<file path="src/rtl/uart_cmd_ctrl.sv">
// Command-frame controller: SYNC, OP, LEN, payload, XOR checksum framing behind the UART
// receiver, with a valid/ack command handshake and one-cycle error pulses.
module uart_cmd_ctrl #(
  parameter int unsigned MAX_LEN = 8,
  parameter int unsigned TIMEOUT = 50000,
  parameter logic [7:0]  SYNC    = 8'hA5
) (
  input  logic       clk,
  input  logic       rst,
  input  logic [7:0] rx_data,
  input  logic       rx_valid,
  input  logic       cmd_ack,
  input  logic [3:0] cmd_rd_addr,
  output logic       cmd_valid,
  output logic [7:0] cmd_op,
  output logic [3:0] cmd_len,
  output logic [7:0] cmd_rd_data,
  output logic       busy,
  output logic       err_chk,
  output logic       err_len,
  output logic       err_timeout,
  output logic       err_ovf,
  output logic [2:0] state
);

  typedef enum logic [2:0] {
    StSync    = 3'd0,
    StOp      = 3'd1,
    StLen     = 3'd2,
    StPayload = 3'd3,
    StChk     = 3'd4
  } state_e;

  localparam int unsigned    CntW    = $clog2(TIMEOUT + 1);
  localparam logic [CntW-1:0] CntLast = CntW'(TIMEOUT - 1);
  localparam logic [3:0]     MaxLen4 = 4'(MAX_LEN);
  localparam logic [7:0]     MaxLen8 = 8'(MAX_LEN);

  state_e          state_q, state_d;
  logic            rx_valid_q;
  logic            byte_evt;
  logic [7:0]      chk_q, chk_d;
  logic [3:0]      idx_q, idx_d;
  logic [3:0]      len_q, len_d;
  logic [7:0]      op_q, op_d;
  logic [CntW-1:0] cnt_q, cnt_d;
  logic            cmd_valid_q, cmd_valid_d;
  logic [7:0]      cmd_op_q, cmd_op_d;
  logic [3:0]      cmd_len_q, cmd_len_d;
  logic            err_chk_q, err_chk_d;
  logic            err_len_q, err_len_d;
  logic            err_timeout_q, err_timeout_d;
  logic            err_ovf_q, err_ovf_d;
  logic            pl_we;
  logic [7:0]      payload_q [16];

  // rx_valid_q resets high so an idle-high receiver line is never seen as a byte.
  assign byte_evt = rx_valid & ~rx_valid_q;

  always_comb begin
    state_d       = state_q;
    chk_d         = chk_q;
    idx_d         = idx_q;
    len_d         = len_q;
    op_d          = op_q;
    cnt_d         = cnt_q;
    cmd_valid_d   = cmd_valid_q;
    cmd_op_d      = cmd_op_q;
    cmd_len_d     = cmd_len_q;
    err_chk_d     = 1'b0;
    err_len_d     = 1'b0;
    err_timeout_d = 1'b0;
    err_ovf_d     = 1'b0;
    pl_we         = 1'b0;

    if (cmd_valid_q && cmd_ack) begin
      cmd_valid_d = 1'b0;
    end

    if (state_q == StSync || byte_evt) begin
      cnt_d = '0;
    end else begin
      cnt_d = cnt_q + 1'b1;
    end

    // A pending command owns the payload buffer, so every incoming byte is dropped.
    if (byte_evt && cmd_valid_q) begin
      err_ovf_d = 1'b1;
    end else if (byte_evt) begin
      unique case (state_q)
        StSync: begin
          if (rx_data == SYNC) begin
            state_d = StOp;
            chk_d   = '0;
          end
        end
        StOp: begin
          op_d    = rx_data;
          chk_d   = chk_q ^ rx_data;
          state_d = StLen;
        end
        StLen: begin
          if (rx_data > MaxLen8) begin
            err_len_d = 1'b1;
            state_d   = StSync;
          end else begin
            chk_d   = chk_q ^ rx_data;
            len_d   = rx_data[3:0];
            idx_d   = '0;
            state_d = (rx_data == 8'd0) ? StChk : StPayload;
          end
        end
        StPayload: begin
          pl_we = 1'b1;
          chk_d = chk_q ^ rx_data;
          idx_d = idx_q + 4'd1;
          if (idx_q == len_q - 4'd1) begin
            state_d = StChk;
          end
        end
        StChk: begin
          if (rx_data == chk_q) begin
            cmd_valid_d = 1'b1;
            cmd_op_d    = op_q;
            cmd_len_d   = len_q;
          end else begin
            err_chk_d = 1'b1;
          end
          state_d = StSync;
        end
        default: state_d = StSync;
      endcase
    end else if (state_q != StSync && cnt_q == CntLast) begin
      err_timeout_d = 1'b1;
      state_d       = StSync;
      cnt_d         = '0;
    end
  end

  always_ff @(posedge clk) begin
    if (rst) begin
      state_q       <= StSync;
      rx_valid_q    <= 1'b1;
      chk_q         <= '0;
      idx_q         <= '0;
      len_q         <= '0;
      op_q          <= '0;
      cnt_q         <= '0;
      cmd_valid_q   <= 1'b0;
      cmd_op_q      <= '0;
      cmd_len_q     <= '0;
      err_chk_q     <= 1'b0;
      err_len_q     <= 1'b0;
      err_timeout_q <= 1'b0;
      err_ovf_q     <= 1'b0;
    end else begin
      state_q       <= state_d;
      rx_valid_q    <= rx_valid;
      chk_q         <= chk_d;
      idx_q         <= idx_d;
      len_q         <= len_d;
      op_q          <= op_d;
      cnt_q         <= cnt_d;
      cmd_valid_q   <= cmd_valid_d;
      cmd_op_q      <= cmd_op_d;
      cmd_len_q     <= cmd_len_d;
      err_chk_q     <= err_chk_d;
      err_len_q     <= err_len_d;
      err_timeout_q <= err_timeout_d;
      err_ovf_q     <= err_ovf_d;
    end
  end

  always_ff @(posedge clk) begin
    if (rst) begin
      for (int i = 0; i < 16; i++) begin
        payload_q[i] <= '0;
      end
    end else if (pl_we) begin
      payload_q[idx_q] <= rx_data;
    end
  end

  assign cmd_rd_data = (cmd_rd_addr < MaxLen4) ? payload_q[cmd_rd_addr] : 8'h00;
  assign cmd_valid   = cmd_valid_q;
  assign cmd_op      = cmd_op_q;
  assign cmd_len     = cmd_len_q;
  assign busy        = (state_q != StSync);
  assign state       = state_q;
  assign err_chk     = err_chk_q;
  assign err_len     = err_len_q;
  assign err_timeout = err_timeout_q;
  assign err_ovf     = err_ovf_q;

endmodule

</file>
<file path="config.mk">
export PLATFORM = sky130hd
export DESIGN_NAME = uart_cmd_ctrl
export DESIGN_NICKNAME = d
export VERILOG_FILES = /design/src/rtl/uart_cmd_ctrl.sv
export SDC_FILE = /design/constraint.sdc
export NUM_CORES = 1
export LEC_CHECK = 0
export CORE_MARGIN = 4
export CORE_UTILIZATION = 63
export DETAILED_ROUTE_END_ITERATION = 8
export GPL_ROUTABILITY_DRIVEN = 0
export PLACE_DENSITY = 0.85
export SETUP_SLACK_MARGIN = 0.3
export SYNTH_ARGS = -nofsm -noshare
export SYNTH_HDL_FRONTEND = slang
export SYNTH_SLANG_ARGS = --single-unit
</file>
<file path="constraint.sdc">
create_clock -name clk -period 4.15 [get_ports clk]
set_input_delay 0.83 -clock clk [delete_from_list [all_inputs] [get_ports clk]]
set_output_delay 0.83 -clock clk [all_outputs]
set_load 0.03 [all_outputs]
</file>
==> summary.md, run 1 <==
| Metric | Value |
|---|---|
| Crit Path Class | `primary input to primary output` |
| Vias in the first global route | `4269` |
| Hold-fix buffers, CTS | `0` |
| Later-pin clock latency in the skew report | `0.53 ns` |
| Sink count of the clock tree | `125` |
| NumNets Final | `570` |
| Core ar. | `8850 sq um` |
| Post-Place Cells | `637` |
| Initial Util | `0.660` |
| Max-cap viol count | `0` |
| Row Count | `34` |
| Clock network power share | `0.527` |
| Hold Fails Final Rpt | `0` |
| Share of the synthesized area in the top cell type | `0.329` |
| Crit-path most repeated cell | `clkdlybuf4s50_1` |
| H-tree Lvls | `4` |
| Final instance area | `7030 sq um` |
| Post-CTS Setup Bufs | `0` |
| Fillers | `525` |
| Pin count of the biggest net entering global routing | `37` |
| Post-Synthesis Cells | `511` |
| Clock-pin slew of the registers on the worst-case setup and hold paths | `0.06 ns` |
| CP arrival | `2.90 ns` |
| Crit path depth | `6` |
| TNS Setup | `0 ns` |
| Register Area | `3140 sq um` |
| Ranking of synthesized cells by area | `edfxtp_1 33%, dfxtp_1 21%, and3_1 7.7%` |
| Asr flop ratio synth | `0` |
| Largest stage delay on the critical path | `0.60 ns` |
| PD cells | `445 nW/um^2` |
| Register area share after synthesis | `0.538` |
| Nature of the critical path startpoint | `primary input` |
| DR pass1 iterations | `5` |
| RSZ-0062 raised after global routing | `false` |
| Remaining global-route overflow | `0` |
| Endpoints failing setup | `0` |
| Layout Utilization | `0.795` |
| First-pass GRT wire length | `22.0 mm` |
| GRT Overall Usage | `0.259` |
| Number of buffers created by CTS | `17` |
| Hold path depth | `1` |
| Crit path required time | `3.32 ns` |
| Die H | `104 um` |
| Top-Level Pins | `45` |
| Hold Path Class | `flip-flop to flip-flop` |
| Seq pwr share | `0.426` |
| Mapped cell area | `5840 sq um` |
| Yosys reg bits | `125` |
| CP max-delay cell | `clkdlybuf4s50_1` |
| Post-Route WL | `13.5 mm` |
| Crit path max-delay family | `buffers and inverters` |
| Ant diodes | `0` |
| Maximum clock path buffer count | `2` |
| Area leader, netlist | `edfxtp_1` |
| Worst Tran Pin Value | `0.708 ns` |
| Post-synth cell types | `48` |
| Pre-CTS WS | `0.326 ns` |
| Fmax | `268 MHz` |
| Footprint of the multi-input gates | `2490 sq um` |
| Post-Route Skew | `0.00529 ns` |
| Sw Share | `0.208` |
| Switching pwr | `0.650 mW` |
| Synth top cells by count | `72 x and3_1, 64 x edfxtp_1, 61 x dfxtp_1` |
| Via count | `4141` |
| DP HPWL | `8.72 mm` |
| DR iter-0 viols | `355` |
| WL per Instance | `20.2 um` |
| Cts repair resizes | `0` |
| Buffers on Ports | `44` |
| Final Hold Slack | `0.474 ns` |
| Vias per inst | `6.19` |
| P&R area growth vs syn | `20.5%` |
| Initial antenna violation count | `0` |
| Remaining DRCs | `0` |
| Root Buffer | `clkbuf_8` |
| CP Capture Type | `primary output` |
| Post-route non-filler standard cell count | `669` |
| Status | `finished clean` |
| Die width | `104 um` |
| Mean area per synthesized cell | `11.4 sq um` |
| Count leader, synth | `and3_1` |
| Final worst slack | `0.418 ns` |
| Internal power | `2.48 mW` |
| Pwr Total | `3.13 mW` |
| Main synth FF type | `edfxtp_1` |
| Final ANT Viol Nets | `0` |
| Syn Nets | `533` |
| Share of cells above drive strength 1 | `0.123` |
| Crit path buffers/inverters | `3` |
| Final Cycle Share | `0.899` |
| CTS tree | `done` |
| Power share of the combinational group | `0.047` |
| Area after DPL | `6370 sq um` |
| Number of synthesized flops with an enable pin | `64` |
| Max IR drop VDD | `0.307 mV` |
| Max Slew Vio Count | `0` |
| Period minus WS final | `3.73 ns` |
| FF-to-FF path depth | `5` |
| Pleak | `2.85 nW` |
| Ys Warns | `0` |
| Die area | `10900 sq um` |
| Slew headroom | `0.525` |
| CP Max Fanout | `16` |
| Critical path cell sequence | `clkdlybuf4s50_1 -> buf_6 -> mux4_2 -> mux2i_1 -> nor2_1 -> clkdlybuf4s50_1` |
-- flip-flops by register name, indices dropped and copies added, names as in the netlist --
name         flops
err_chk          1
len_q            4
err_len          1
chk_q            8
err_timeout      1
rx_valid_q       1
payload_q       64
cmd_op           8
cnt_q           16
idx_q            4
state            3
cmd_valid        1
cmd_len          4
op_q             8
err_ovf          1
-- cells by family (layout without fill, tap and decap cells) --
kind of cell / Yosys count / after routing / share of synthesized area
simple gates: 200 / 200 / 0.193
flops: 125 / 125 / 0.538
buf+inv: 56 / 106 / 0.0369
mux: 49 / 49 / 0.118
compound gates: 48 / 48 / 0.0596
xor+xnor: 27 / 27 / 0.0405
fa+ha+maj: 6 / 6 / 0.0129
-- power groups by stage --
stage,clock network (mW),logic (mW),registers [mW]
floorplan,0,0.0898,1.35
global placement,0,0.143,1.36
detailed placement,0,0.147,1.36
CTS,1.66,0.148,1.33
global route,1.71,0.158,1.33
finish,1.65,0.148,1.33
-- area by class of cell --
type / count / share of cell area
Inverter: 15 / 0.00800
Clock buffer: 17 / 0.0589
Clock inverter: 15 / 0.0345
Timing Repair Buffer: 59 / 0.0792
Tap cell: 108 / 0.0192
Sequential cell: 125 / 0.447
Multi-Input combinational cell: 330 / 0.353
-- routing by layer --
metal / up-vias / GRT usage / share of wire
met2: 151 / 0.423 / 0.49
met3: 34 / 0.0552 / 0.055
met1: 2011 / 0.320 / 0.41
met4: 0 / 0.145 / 0.040
met5: - / 0 / 0
li1: 1945 / - / -
-- cell usage in the layout, fill, tap and decap left out, types with 14 or more instances in the layout --
cell type,count
and3_1,72
edfxtp_1,64
dfxtp_1,61
nor2_1,51
clkdlybuf4s50_1,41
mux2i_1,32
xnor2_1,20
nand2_1,17
mux4_2,16
clkbuf_16,16
inv_1,15
buf_4,14
-- worst paths after layout --
check	from	to	slack, ns
setup / recovery	cmd_rd_addr[0]	cmd_rd_data[5]	0.42
hold / removal	cnt_q[0]	cnt_q[0]	0.47
setup reg to reg	cmd_valid	payload_q[4][5]	1.65
hold reg to reg	cnt_q[0]	cnt_q[0]	0.47
(Power assumes the default switching activity.)
==> inputs of run 2 (changes only) <==
--- a/config.mk
+++ b/config.mk
@@ -5,11 +5,13 @@
 export SDC_FILE = /design/constraint.sdc
 export NUM_CORES = 1
 export LEC_CHECK = 0
+export ABC_CLOCK_PERIOD_IN_PS = 4150
 export CORE_MARGIN = 4
-export CORE_UTILIZATION = 63
+export CORE_UTILIZATION = 65
+export CTS_BUF_LIST = sky130_fd_sc_hd__clkbuf_8
 export DETAILED_ROUTE_END_ITERATION = 8
 export GPL_ROUTABILITY_DRIVEN = 0
-export PLACE_DENSITY = 0.85
+export PLACE_DENSITY = 0.87
 export SETUP_SLACK_MARGIN = 0.3
 export SYNTH_ARGS = -nofsm -noshare
 export SYNTH_HDL_FRONTEND = slang
==> constraint.sdc (replaced) <==
create_clock -name clk -period 4.15 [get_ports clk]
set_input_delay 0.83 -clock clk [delete_from_list [all_inputs] [get_ports clk]]
set_output_delay 0.83 -clock clk [all_outputs]
set_load 0.02 [all_outputs]
==> run 2 against run 1 <==
Against the previous run:
- clock skew up 0.0035 ns
- power is 18% lower
- wire length is 1.9% lower
- flip-flop and latch count stayed put
- largest cell class unchanged
- highest routed layer unchanged
==> summary.md, run 2 (synthesized netlist as in run 1, its figures left out) <==
| Metric | Value |
|---|---|
| Vias per inst | `6.15` |
| Number of buffers created by CTS | `17` |
| Number of flip-flops in the largest register | `64` |
| Hold Path Class | `flip-flop to flip-flop` |
| Initial Util | `0.670` |
| Later-pin clock latency in the skew report | `0.43 ns` |
| Buffers on Ports | `44` |
| Sink count of the clock tree | `125` |
| FF-to-FF path depth | `5` |
| Status | `finished clean` |
| Max-cap viol count | `0` |
| Initial antenna violation count | `0` |
| H-tree Lvls | `4` |
| DR pass1 iterations | `5` |
| GRT Overall Usage | `0.270` |
| Post-Route Skew | `0.00881 ns` |
| Final ANT Viol Nets | `0` |
| Switching pwr | `0.585 mW` |
| Clock network power share | `0.424` |
| Final Cycle Share | `0.885` |
| First-pass GRT wire length | `21.3 mm` |
| Sw Share | `0.229` |
| Row Count | `34` |
| Endpoints failing setup | `0` |
| RSZ-0062 raised after global routing | `false` |
| Max Slew Vio Count | `0` |
| Post-Place Cells | `637` |
| Root Buffer | `clkbuf_8` |
| TNS Setup | `0 ns` |
| WL per Instance | `19.8 um` |
| Final worst slack | `0.478 ns` |
| Most frequent cells in the layout | `72 x and3_1, 64 x edfxtp_1, 61 x dfxtp_1, 51 x nor2_1, 42 x clkdlybuf4s50_1` |
| Vias in the first global route | `4166` |
| Internal power | `1.97 mW` |
| NumNets Final | `570` |
| CP Capture Type | `primary output` |
| Max IR drop VDD | `0.390 mV` |
| Ant diodes | `0` |
| CP arrival | `2.84 ns` |
| P&R area growth vs syn | `16.2%` |
| DP HPWL | `8.83 mm` |
| Pleak | `2.71 nW` |
| Largest regs | `payload_q (64), cnt_q (16)` |
| Die H | `103 um` |
| Top-Level Pins | `45` |
| Die area | `10600 sq um` |
| CP Max Fanout | `16` |
| Worst Setup SP | `cmd_rd_addr[0]` |
| Remaining global-route overflow | `0` |
| Post-route non-filler standard cell count | `669` |
| Fmax | `272 MHz` |
| DR iter-0 viols | `324` |
| Power share of the combinational group | `0.056` |
| Crit Path Class | `primary input to primary output` |
| Hold-fix buffers, CTS | `0` |
| Area after DPL | `6370 sq um` |
| Crit path required time | `3.32 ns` |
| Maximum clock path buffer count | `2` |
| Hold path depth | `1` |
| Nature of the critical path startpoint | `primary input` |
| Reg2reg start | `cmd_valid` |
| Most common cell after layout, fill and taps aside | `and3_1` |
| Reg with most FFs | `payload_q` |
| Share of cells above drive strength 1 | `0.125` |
| CTS tree | `done` |
| Remaining DRCs | `0` |
| Slew headroom | `0.479` |
| Hold Crit Start | `cnt_q[0]` |
| Core ar. | `8720 sq um` |
| Via count | `4117` |
| Pre-CTS WS | `0.368 ns` |
| Post-Route WL | `13.3 mm` |
| PD cells | `377 nW/um^2` |
| Clock-pin slew of the registers on the worst-case setup and hold paths | `0.07 ns` |
| Final instance area | `6780 sq um` |
| Fillers | `546` |
| Hold Fails Final Rpt | `0` |
| Die width | `103 um` |
| Seq pwr share | `0.520` |
| Worst Tran Pin Value | `0.776 ns` |
| Period minus WS final | `3.67 ns` |
| Pin count of the biggest net entering global routing | `37` |
[run 2: final timing paths]
check                    endpoint  slack, ns
setup / recovery   cmd_rd_data[0]       0.48
hold / removal           cnt_q[0]       0.48
setup reg to reg  payload_q[3][7]       1.75
hold reg to reg          cnt_q[0]       0.48
[run 2: layout make-up]
cell class / instances / area, sq um / share of cell area
Clock inverter: 15 / 174 / 0.0256
Clock buffer: 17 / 234 / 0.0345
Sequential cell: 125 / 3140 / 0.463
Tap cell: 108 / 135 / 0.0199
Inverter: 15 / 56.3 / 0.00830
Multi-Input combinational cell: 330 / 2490 / 0.367
Timing Repair Buffer: 59 / 554 / 0.0817
[run 2: power groups by stage]
| stage | Sequential, mW | Clock, mW | Combinational (mW) |
|---|---|---|---|
| after floorplan | 1.35 | 0 | 0.0853 |
| after global placement | 1.36 | 0 | 0.138 |
| after detailed placement | 1.36 | 0 | 0.142 |
| after CTS | 1.33 | 1.10 | 0.143 |
| after global routing | 1.33 | 1.15 | 0.154 |
| final | 1.33 | 1.08 | 0.143 |
[run 2: repair_timing]
action                     4_1_cts  5_1_grt
hold endpoints to repair         0        0
setup endpoints to repair        0        3
setup buffers                    0        0
gates resized for setup          0        2
[run 2: through the flow]
stage                      util  power, mW  hold slack (ns)
after floorplan               -       1.43            0.434
after global placement    0.730       1.50            0.453
after detailed placement  0.730       1.50            0.461
after CTS                 0.777       2.57            0.478
after global routing      0.778       2.63            0.515
final                     0.778       2.56            0.477
[run 2: layer usage]
layer / global-route usage / part of all wire / vias to the layer above
li1: - / - / 1941
met1: 0.325 / 0.40 / 1996
met2: 0.462 / 0.52 / 150
met3: 0.0541 / 0.055 / 30
met4: 0.137 / 0.031 / 0
met5: 0 / 0 / -
[run 2: critical path: stages]
cell	delay (ns)
clkdlybuf4s50_1	0.48
buf_6	0.23
mux4_2	0.52
mux2i_1	0.17
nor2_1	0.06
clkdlybuf4s50_1	0.54
